`config.mk`:
```
export PLATFORM = sky130hd
export DESIGN_NAME = global_mem_arbiter
export DESIGN_NICKNAME = d
export VERILOG_FILES = /design/src/rtl/global_mem_arbiter.sv
export SDC_FILE = /design/constraint.sdc
export NUM_CORES = 1
export LEC_CHECK = 0
export CAP_MARGIN = 20
export CORE_AREA = 5 5 250 252
export CTS_CLUSTER_SIZE = 14
export DETAILED_ROUTE_END_ITERATION = 7
export DIE_AREA = 0 0 255 257
export DONT_BUFFER_PORTS = 1
export PLACE_DENSITY = 0.35
export SLEW_MARGIN = 20
export SYNTH_ARGS = -nofsm -noshare
export SYNTH_HDL_FRONTEND = slang
export SYNTH_SLANG_ARGS = --single-unit
export TNS_END_PERCENT = 50
```
`constraint.sdc`:
```
create_clock -name clk -period 4.5 [get_ports clk]
set_clock_uncertainty 0.2 [all_clocks]
set_input_delay 0.9 -clock clk [delete_from_list [all_inputs] [get_ports clk]]
set_output_delay 0.9 -clock clk [all_outputs]
set_load 0.02 [all_outputs]
```
`src/rtl/global_mem_arbiter.sv`:
```
// Per-bank round-robin arbiter between N_PORTS requesters and N_BANKS global memory banks.
// Optional bank-conflict counter is enabled by defining GLOBAL_MEM_ARB_CONFLICT_CNT_EN.
module global_mem_arbiter #(
  parameter int N_PORTS     = 4,
  parameter int N_BANKS     = 4,
  parameter int BANK_ADDR_L = 8,
  parameter int RD_LATENCY  = 2,
  parameter int DATA_L      = 32
) (
  input  logic                            clk,
  input  logic                            rst,
  input  logic [N_PORTS-1:0]              req,
  input  logic [N_PORTS-1:0]              req_we,
  input  logic [N_PORTS*(BANK_ADDR_L+$clog2(N_BANKS))-1:0] req_addr,
  input  logic [N_PORTS*DATA_L-1:0]       req_wr_data,
  output logic [N_PORTS-1:0]              gnt,
  output logic [N_PORTS-1:0]              rsp_valid,
  output logic [N_PORTS*DATA_L-1:0]       rsp_data,
  output logic [N_BANKS*BANK_ADDR_L-1:0]  global_mem_addr,
  output logic [N_BANKS*DATA_L-1:0]       global_mem_wr_data,
  output logic [N_BANKS-1:0]              global_mem_wr_en,
  output logic [N_BANKS-1:0]              global_mem_rd_en,
  input  logic [N_BANKS*DATA_L-1:0]       global_mem_rd_data,
  output logic [31:0]                     conflict_cnt
);
  localparam int SEL_L  = $clog2(N_BANKS);
  localparam int ADDR_L = BANK_ADDR_L + SEL_L;
  localparam int PID_L  = (N_PORTS > 1) ? $clog2(N_PORTS) : 1;

  // Handshake: req/req_we/req_addr/req_wr_data stay stable until gnt is seen high in
  // the same cycle; gnt is combinational and the access is launched to the bank that cycle.
  logic [PID_L-1:0]   rr_ptr  [N_BANKS];
  logic [N_BANKS-1:0] bank_hit;
  logic [PID_L-1:0]   bank_id [N_BANKS];
  logic [RD_LATENCY-1:0] sh_vld [N_BANKS];
  logic [PID_L-1:0]      sh_id  [N_BANKS][RD_LATENCY];

  always_comb begin
    int idx;
    int p;
    idx                = 0;
    p                  = 0;
    bank_hit           = '0;
    gnt                = '0;
    global_mem_addr    = '0;
    global_mem_wr_data = '0;
    global_mem_wr_en   = '0;
    global_mem_rd_en   = '0;
    for (int b = 0; b < N_BANKS; b++) begin
      bank_id[b] = '0;
    end
    if (rst) begin
      for (int b = 0; b < N_BANKS; b++) begin
        for (int k = 0; k < N_PORTS; k++) begin
          idx = (int'(rr_ptr[b]) + k) % N_PORTS;
          if (!bank_hit[b] && req[idx] &&
              req_addr[idx*ADDR_L +: SEL_L] == SEL_L'(b)) begin
            bank_hit[b] = 1'b1;
            bank_id[b]  = PID_L'(idx);
          end
        end
        if (bank_hit[b]) begin
          p = int'(bank_id[b]);
          gnt[p] = 1'b1;
          global_mem_addr[b*BANK_ADDR_L +: BANK_ADDR_L] = req_addr[p*ADDR_L+SEL_L +: BANK_ADDR_L];
          global_mem_wr_data[b*DATA_L +: DATA_L]        = req_wr_data[p*DATA_L +: DATA_L];
          global_mem_wr_en[b] = req_we[p];
          global_mem_rd_en[b] = ~req_we[p];
        end
      end
    end
  end

  always_ff @(posedge clk) begin
    if (!rst) begin
      for (int b = 0; b < N_BANKS; b++) begin
        rr_ptr[b] <= '0;
        sh_vld[b] <= '0;
        for (int s = 0; s < RD_LATENCY; s++) sh_id[b][s] <= '0;
      end
    end else begin
      for (int b = 0; b < N_BANKS; b++) begin
        if (bank_hit[b]) rr_ptr[b] <= PID_L'((int'(bank_id[b]) + 1) % N_PORTS);
        for (int s = RD_LATENCY - 1; s > 0; s--) begin
          sh_vld[b][s] <= sh_vld[b][s-1];
          sh_id[b][s]  <= sh_id[b][s-1];
        end
        sh_vld[b][0] <= global_mem_rd_en[b];
        sh_id[b][0]  <= bank_id[b];
      end
    end
  end

  // The tail of each bank's pipeline lines up with that bank's read data.
  always_comb begin
    int p;
    p         = 0;
    rsp_valid = '0;
    rsp_data  = '0;
    if (rst) begin
      for (int b = 0; b < N_BANKS; b++) begin
        if (sh_vld[b][RD_LATENCY-1]) begin
          p = int'(sh_id[b][RD_LATENCY-1]);
          rsp_valid[p] = 1'b1;
          rsp_data[p*DATA_L +: DATA_L] = global_mem_rd_data[b*DATA_L +: DATA_L];
        end
      end
    end
  end

`ifdef GLOBAL_MEM_ARB_CONFLICT_CNT_EN
  localparam int MISS_L = $clog2(N_PORTS + 1);
  logic [MISS_L-1:0] miss;
  logic [32:0]       cnt_sum;

  always_comb begin
    miss = '0;
    for (int p = 0; p < N_PORTS; p++) begin
      miss = miss + MISS_L'(req[p] & ~gnt[p]);
    end
    cnt_sum = {1'b0, conflict_cnt} + 33'(miss);
  end

  always_ff @(posedge clk) begin
    if (!rst) begin
      conflict_cnt <= '0;
    end else begin
      conflict_cnt <= cnt_sum[32] ? 32'hFFFF_FFFF : cnt_sum[31:0];
    end
  end
`else
  assign conflict_cnt = 32'h0;
`endif

endmodule

```
==> flow_metrics.env <==
export IMPL_ys_seq_elements=32
export IMPL_ios=642
export IMPL_die_w_um=255
export IMPL_crit_path_max_fanout=32
export IMPL_hold_class="reg2reg"
export IMPL_rows=90
export IMPL_setup_tns_ns=0
export IMPL_syn_to_final_growth_pct=25.6
export IMPL_r2r_start="rr_ptr[0][1]$_SDFFCE_PN0P_"
export IMPL_dieArea_sq_mm=0.0655
export IMPL_cts_path_max_buffers=2
export IMPL_clk_latency_ns=0.27
export IMPL_cts_resized=0
export IMPL_synth_edff_count=8
export IMPL_dp_cells=2695
export IMPL_async_flop_share_pct=0
export IMPL_setup_violations=0
export IMPL_drive_gt1_share_pct=23.0
export IMPL_min_path_cells=1
export IMPL_holdPathEnd="sh_vld[3][1]$_DFF_P_"
export IMPL_tightest_slew_ns=0.913
export IMPL_ys_seq_area_share_pct=5.82
export IMPL_grt_overflow=0
export IMPL_multiInputGateArea_sq_mm=0.0107
export IMPL_critPathLaunchType="input port"
export IMPL_final_max_slew_viol_count=0
export IMPL_hpwl_mm=53.3
export IMPL_slew_headroom_pct=38.8
export IMPL_fillerInstances=6744
export IMPL_pwr_share_clk_pct=10.3
export IMPL_antenna_left=0
export IMPL_cp_end_kind="output port"
export IMPL_grtUsageTotal_pct=20.2
export IMPL_critPathKind="in2out"
export IMPL_vias=15749
export IMPL_internal_power_uw=1870
export IMPL_cts_buffers_inserted=5
export IMPL_power_frac_comb_pct=79.8
export IMPL_p_sw_uw=1860
export IMPL_leakagePower_uw=0.00551
export IMPL_power_frac_seq_pct=9.9
export IMPL_drc=1
export IMPL_violations="DRC"
export IMPL_antenna_found_initial=0
export IMPL_ff_latch_area_sq_um=721
export IMPL_post_drt_wl_per_cell_um=26.8
export IMPL_hold_violations=0
export IMPL_cts_root_buf="clkbuf_16"
export IMPL_swShare_pct=49.9
export IMPL_fin_nets=2255
export IMPL_min_from="sh_vld[3][0]$_DFF_P_"
export IMPL_drt_pass1_iterations=8
export IMPL_via_per_inst=5.83
export IMPL_fin_crit_ns=4.23
export IMPL_rsz0062_at_grt="no"
export IMPL_cts_sinks=32
export IMPL_synth_cells_most_frequent="a22oi_1 (264), mux2i_1 (215), a211oi_1 (163), nor2_1 (154), nand2_1 (147)"
export IMPL_r2r_setup_slack_ns=1.67
export IMPL_synth_largest_area_cell="mux2i_1"
export IMPL_fp_dieH_um=257
export IMPL_fmax_mhz=236
export IMPL_synth_top_cell_area_share_pct=17.4
export IMPL_yosysMostFrequentCell="a22oi_1"
export IMPL_finalNonFillerCells=2703
export IMPL_maxCapViolCount=0
export IMPL_htree_levels=2
export IMPL_start_util_pct=20.7
export IMPL_finalCritPeriodShare_pct=94.1
export IMPL_status="finished, violations left"
export IMPL_r2r_end="sh_vld[0][0]$_SDFF_PN0_"
export IMPL_worstPathArrival_ns=3.13
export IMPL_rr_worst_depth=7
export IMPL_ctsHoldBuffers=0
export IMPL_tritoncts="built"
export IMPL_synthTopCellsByArea="mux2i_1 (17%), a22oi_1 (16%), a211oi_1 (9.9%)"
export IMPL_syn_area_sq_mm=0.0124
export IMPL_core_sq_mm=0.0599
export IMPL_gp_congestion=0.854
export IMPL_grt_first_pass_wirelength_mm=105
export IMPL_cts_post_setup_buffers_inserted=0
export IMPL_vdd_drop_max_uv=146
export IMPL_grt_max_degree=75
export IMPL_ys_flop_type="dfxtp_1"
export IMPL_required_ns=3.40
export IMPL_path_clk_slew_ns=0.05
export IMPL_drt_iter0_markers=1186
export IMPL_power_density_mw_per_mm2=239
export IMPL_avgSynthCellArea_sq_um=7.04
export IMPL_io_buffers=0
export IMPL_synthCells=1761
export IMPL_yosysWarnings=0
export IMPL_routed_wl_mm=72.4
export IMPL_antennaDiodeCount=0
export IMPL_grt_pass1_vias=15751
export IMPL_ys_types=79
-- routing by layer --
| layer | global-route usage (%) | share of wire, % | up-vias |
|---|---|---|---|
| li1 | - | - | 7062 |
| met1 | 22.6 | 36 | 7629 |
| met2 | 35.9 | 49 | 906 |
| met3 | 6.07 | 10 | 152 |
| met4 | 7.88 | 4.0 | 0 |
| met5 | 0 | 0 | - |
-- worst max-delay path: stages --
cell and delay (ns):
or3b_1 0.50, nor2_2 0.18, o21ai_1 0.11, o221ai_4 0.21, buf_12 0.29, mux2_4 0.33
a222oi_1 0.24, o22ai_1 0.13, buf_4 0.17
-- worst max-delay path by stage --
stage | from | end | slack [ns] | depth (start not counted)
final | req_addr[10] | global_mem_wr_data[17] | 0.27 | 9
after global routing | rr_ptr[0][0]$_SDFFCE_PN0P_ | global_mem_wr_data[6] | 0.08 | 8
after CTS | rr_ptr[0][0]$_SDFFCE_PN0P_ | global_mem_wr_data[20] | 0.26 | 8
after detailed placement | req_addr[10] | global_mem_wr_data[20] | 0.29 | 9
after global placement | req_addr[10] | global_mem_wr_data[1] | 0.31 | 9
after floorplan | req_addr[10] | global_mem_wr_data[10] | 0.58 | 9
-- cell families (layout without fill, tap and decap cells) --
kind of cell / after synthesis / in the layout / synth area share [%]
compound gates: 721 / 721 / 41.1
fa+ha+maj: 29 / 29 / 2.93
flops: 32 / 32 / 5.82
mux: 253 / 253 / 21.8
buf+inv: 252 / 381 / 9.69
xor+xnor: 4 / 4 / 0.283
simple gates: 469 / 469 / 18.4
other cells: 1 / 32 / 0.0303
-- power groups by stage --
stage                     Sequential (uW)  Combinational, uW  Clock [uW]
after floorplan                       353               2040           0
after global placement                374               2950           0
after detailed placement              374               2970           0
after CTS                             368               2980         394
after global routing                  371               3160         411
final                                 367               2970         384
-- area by class of cell --
type,instances,share of cell area (%)
Clock buffer,8,1.14
Multi-Input combinational cell,1508,69.0
Tap cell,782,6.29
Sequential cell,32,4.63
Inverter,19,0.474
Timing Repair Buffer,354,18.5
-- state kept, by name, indices dropped and copies added (netlist names) --
register  flops
sh_id        16
rr_ptr        8
sh_vld        8
-- cells in the final DEF, fill, tap and decap left out, types with 4 or more instances in the layout --
cell and instances:
a211oi_1 161, a21oi_1 11, a222oi_1 33, a22oi_1 263, and2_1 18, and3_1 4
buf_12 18, buf_4 336, clkbuf_16 6, conb_1 32, dfxtp_1 24, edfxtp_1 8
ha_1 29, inv_1 17, mux2_2 6, mux2_4 30, mux2i_1 215, nand2_1 144
nand3_1 8, nand3b_1 7, nand4_1 5, nor2_1 152, nor2b_1 84, nor4_2 4
nor4b_2 4, o21ai_0 113, o21ai_1 23, o22ai_1 85, or2_2 5, xnor2_1 4
-- per-stage QoR --
stage / total power [uW] / instance area (sq um) / setup WS (ns) / util (%) / hold slack (ns)
after floorplan: 2400 / 12500 / 0.579 / - / 0.212
after global placement: 3330 / 15400 / 0.313 / 25.7 / 0.216
after detailed placement: 3340 / 15400 / 0.293 / 25.7 / 0.218
after CTS: 3740 / 15600 / 0.263 / 26.0 / 0.230
after global routing: 3940 / 15600 / 0.0797 / 26.0 / 0.241
final: 3720 / 15600 / 0.266 / 26.0 / 0.229
(Power assumes the default switching activity.)
==> variant (config.mk and constraints unchanged) <==
The option `GLOBAL_MEM_ARB_CONFLICT_CNT_EN` is turned on by a define.
--- a/src/rtl/global_mem_arbiter.sv
+++ b/src/rtl/global_mem_arbiter.sv
@@ -1,5 +1,7 @@
 // Per-bank round-robin arbiter between N_PORTS requesters and N_BANKS global memory banks.
 // Optional bank-conflict counter is enabled by defining GLOBAL_MEM_ARB_CONFLICT_CNT_EN.
+`define GLOBAL_MEM_ARB_CONFLICT_CNT_EN
+
 module global_mem_arbiter #(
   parameter int N_PORTS     = 4,
   parameter int N_BANKS     = 4,
Function: not settled (the Yosys comparison gave no result); the edit may change what the design does.
==> variant against the original RTL <==
- the flow finishes with violations (negative setup slack)
- final area up 10%
- wire length up 3.9%
- area after synthesis up 6.2%
- sequential share of layout area up 3.3 points
- maximum frequency down 16%
- register-to-register slack worse by 2.2 ns
- global-route usage up 0.92 points
- sequential cell count up 32
- worst setup slack worse by 0.83 ns
- non-clock buffer count up 2
- count of clock-buffer cells in the layout up 3
- core utilization up 2.6 points
- die area unchanged
- total power up 4.4%
==> variant: results (changes against the original RTL) <==
| Metric | Value |
|---|---|
| Post-synth top cells | `a22oi_1 (264), nand2_1 (157), nor2_1 (156)` |
| Via/cell ratio | `5.815 (-0.20%)` |
| Wl on met1 | `28.61 mm (+8.7%)` |
| Overall Global Routing Usage | `0.2113 (+0.009151)` |
| Critical path origin | `req_addr[20]` |
| Hold_sp | `sh_vld[0][4]` |
| First drt pass iteration count | `6 (-2)` |
| Final hold slack | `0.2286 ns (-0.0002290 ns)` |
| Slew @ Worst Pin | `0.8749 ns (-0.03846 ns)` |
| Largest net degree at the start of global routing | `123 (+64%)` |
| Synth cell types | `76 (-3.8%)` |
| FF-to-FF path depth | `19 (+12)` |
| Final setup vio count | `32 (+32)` |
| H-tree Lvls | `3 (+1)` |
| Registers with the most flip-flops | `conflict_cnt (32), sh_id (16)` |
| FF-to-FF setup slack | `-0.51 ns (-2.18 ns)` |
| Met3 routed WL | `7.809 mm (+3.3%)` |
| Hold Path End | `sh_vld[0][5]` |
| CP top delay family | `simple AND/OR/NAND/NOR gates` |
| WL met2 | `36.31 mm (+2.0%)` |
| Post-route setup slack | `-0.5629 ns (-0.8291 ns)` |
| Fin cells | `2,705 (+0.074%)` |
| CTS resizes | `27 (+27)` |
| Syn Area/Cell | `7.591 um2 (+7.9%)` |
| Met2 layer usage reported by global route | `0.3616 (+0.003030)` |
| Global-route wire length before repair | `108.8 mm (+3.7%)` |
| Post-synthesis xor/xnor area fraction | `0.01797 (+0.01514)` |
| Crit path DAT | `5.13 ns (+2.00 ns)` |
| Adder-cell share of the synthesized area | `0.03688 (+0.007601)` |
| Final GP Congestion | `0.9071 (+6.2%)` |
| CP endpoint | `conflict_cnt[27]` |
| Seq/Total Area, Yosys | `0.1034 (+0.04526)` |
| Post-DR wirelength/cell | `27.82 um (+3.9%)` |
| Initial DRC Count | `1,215 (+2.4%)` |
| GR Util met1 | `0.2461 (+0.02037)` |
| Reg-to-Reg Start | `rr_ptr[0][1]` |
| Setup Fix Bufs, Post-CTS | `5 (+5)` |
| Synth top area cells | `a22oi_1 (15%), mux4_2 (13%), mux2i_1 (10%), dfxtp_1 (8.5%), a211oi_1 (5.5%)` |
| Layout net count | `2,260 (+0.22%)` |
| Mux cell area share after synthesis | `0.2331 (+0.01489)` |
| Share of layout cells above drive strength 1 | `0.2824 (+0.05280)` |
| CP max FO | `9 (-72%)` |
| Reg with most FFs | `conflict_cnt` |
| Placed inst area | `16,390 um2 (+6.5%)` |
| Synth Area in Compound Gates | `0.3199 (-0.09088)` |
| Leakage Power | `0.005760 uW (+4.5%)` |
| Met3 Resource Use GR | `0.07039 (+0.009695)` |
| Vias in the first global route | `15,870 (+0.75%)` |
| Failing checks | `negative setup slack` |
| Status | `finished with violations` |
-- variant: power by group --
group | internal, uW | switching [uW] | total, uW
clock network | 610 | 261 | 871
logic | 1020 | 1310 | 2330
registers | 625 | 66.6 | 691
total | 2250 | 1640 | 3890
-- variant: cell type report --
class / count / area, um2
fillers: 6539 / 42770
clock inverters: 5 / 107.6
inverters: 23 / 91.34
clock buffers: 11 / 275.3
well taps: 782 / 978.4
flip-flops and latches: 64 / 1361
repair buffers: 356 / 2973
multi-input cells: 1464 / 11350
-- variant: per-stage QoR --
step	setup slack, ns	setup TNS, ns	power [uW]
floorplan	-0.8987	-24.57	2165
global placement	-0.8997	-32.20	2957
detailed placement	-0.9745	-35.36	2951
CTS	-0.5105	-14.64	3869
global route	-0.7074	-21.22	4094
finish	-0.5629	-15.91	3888
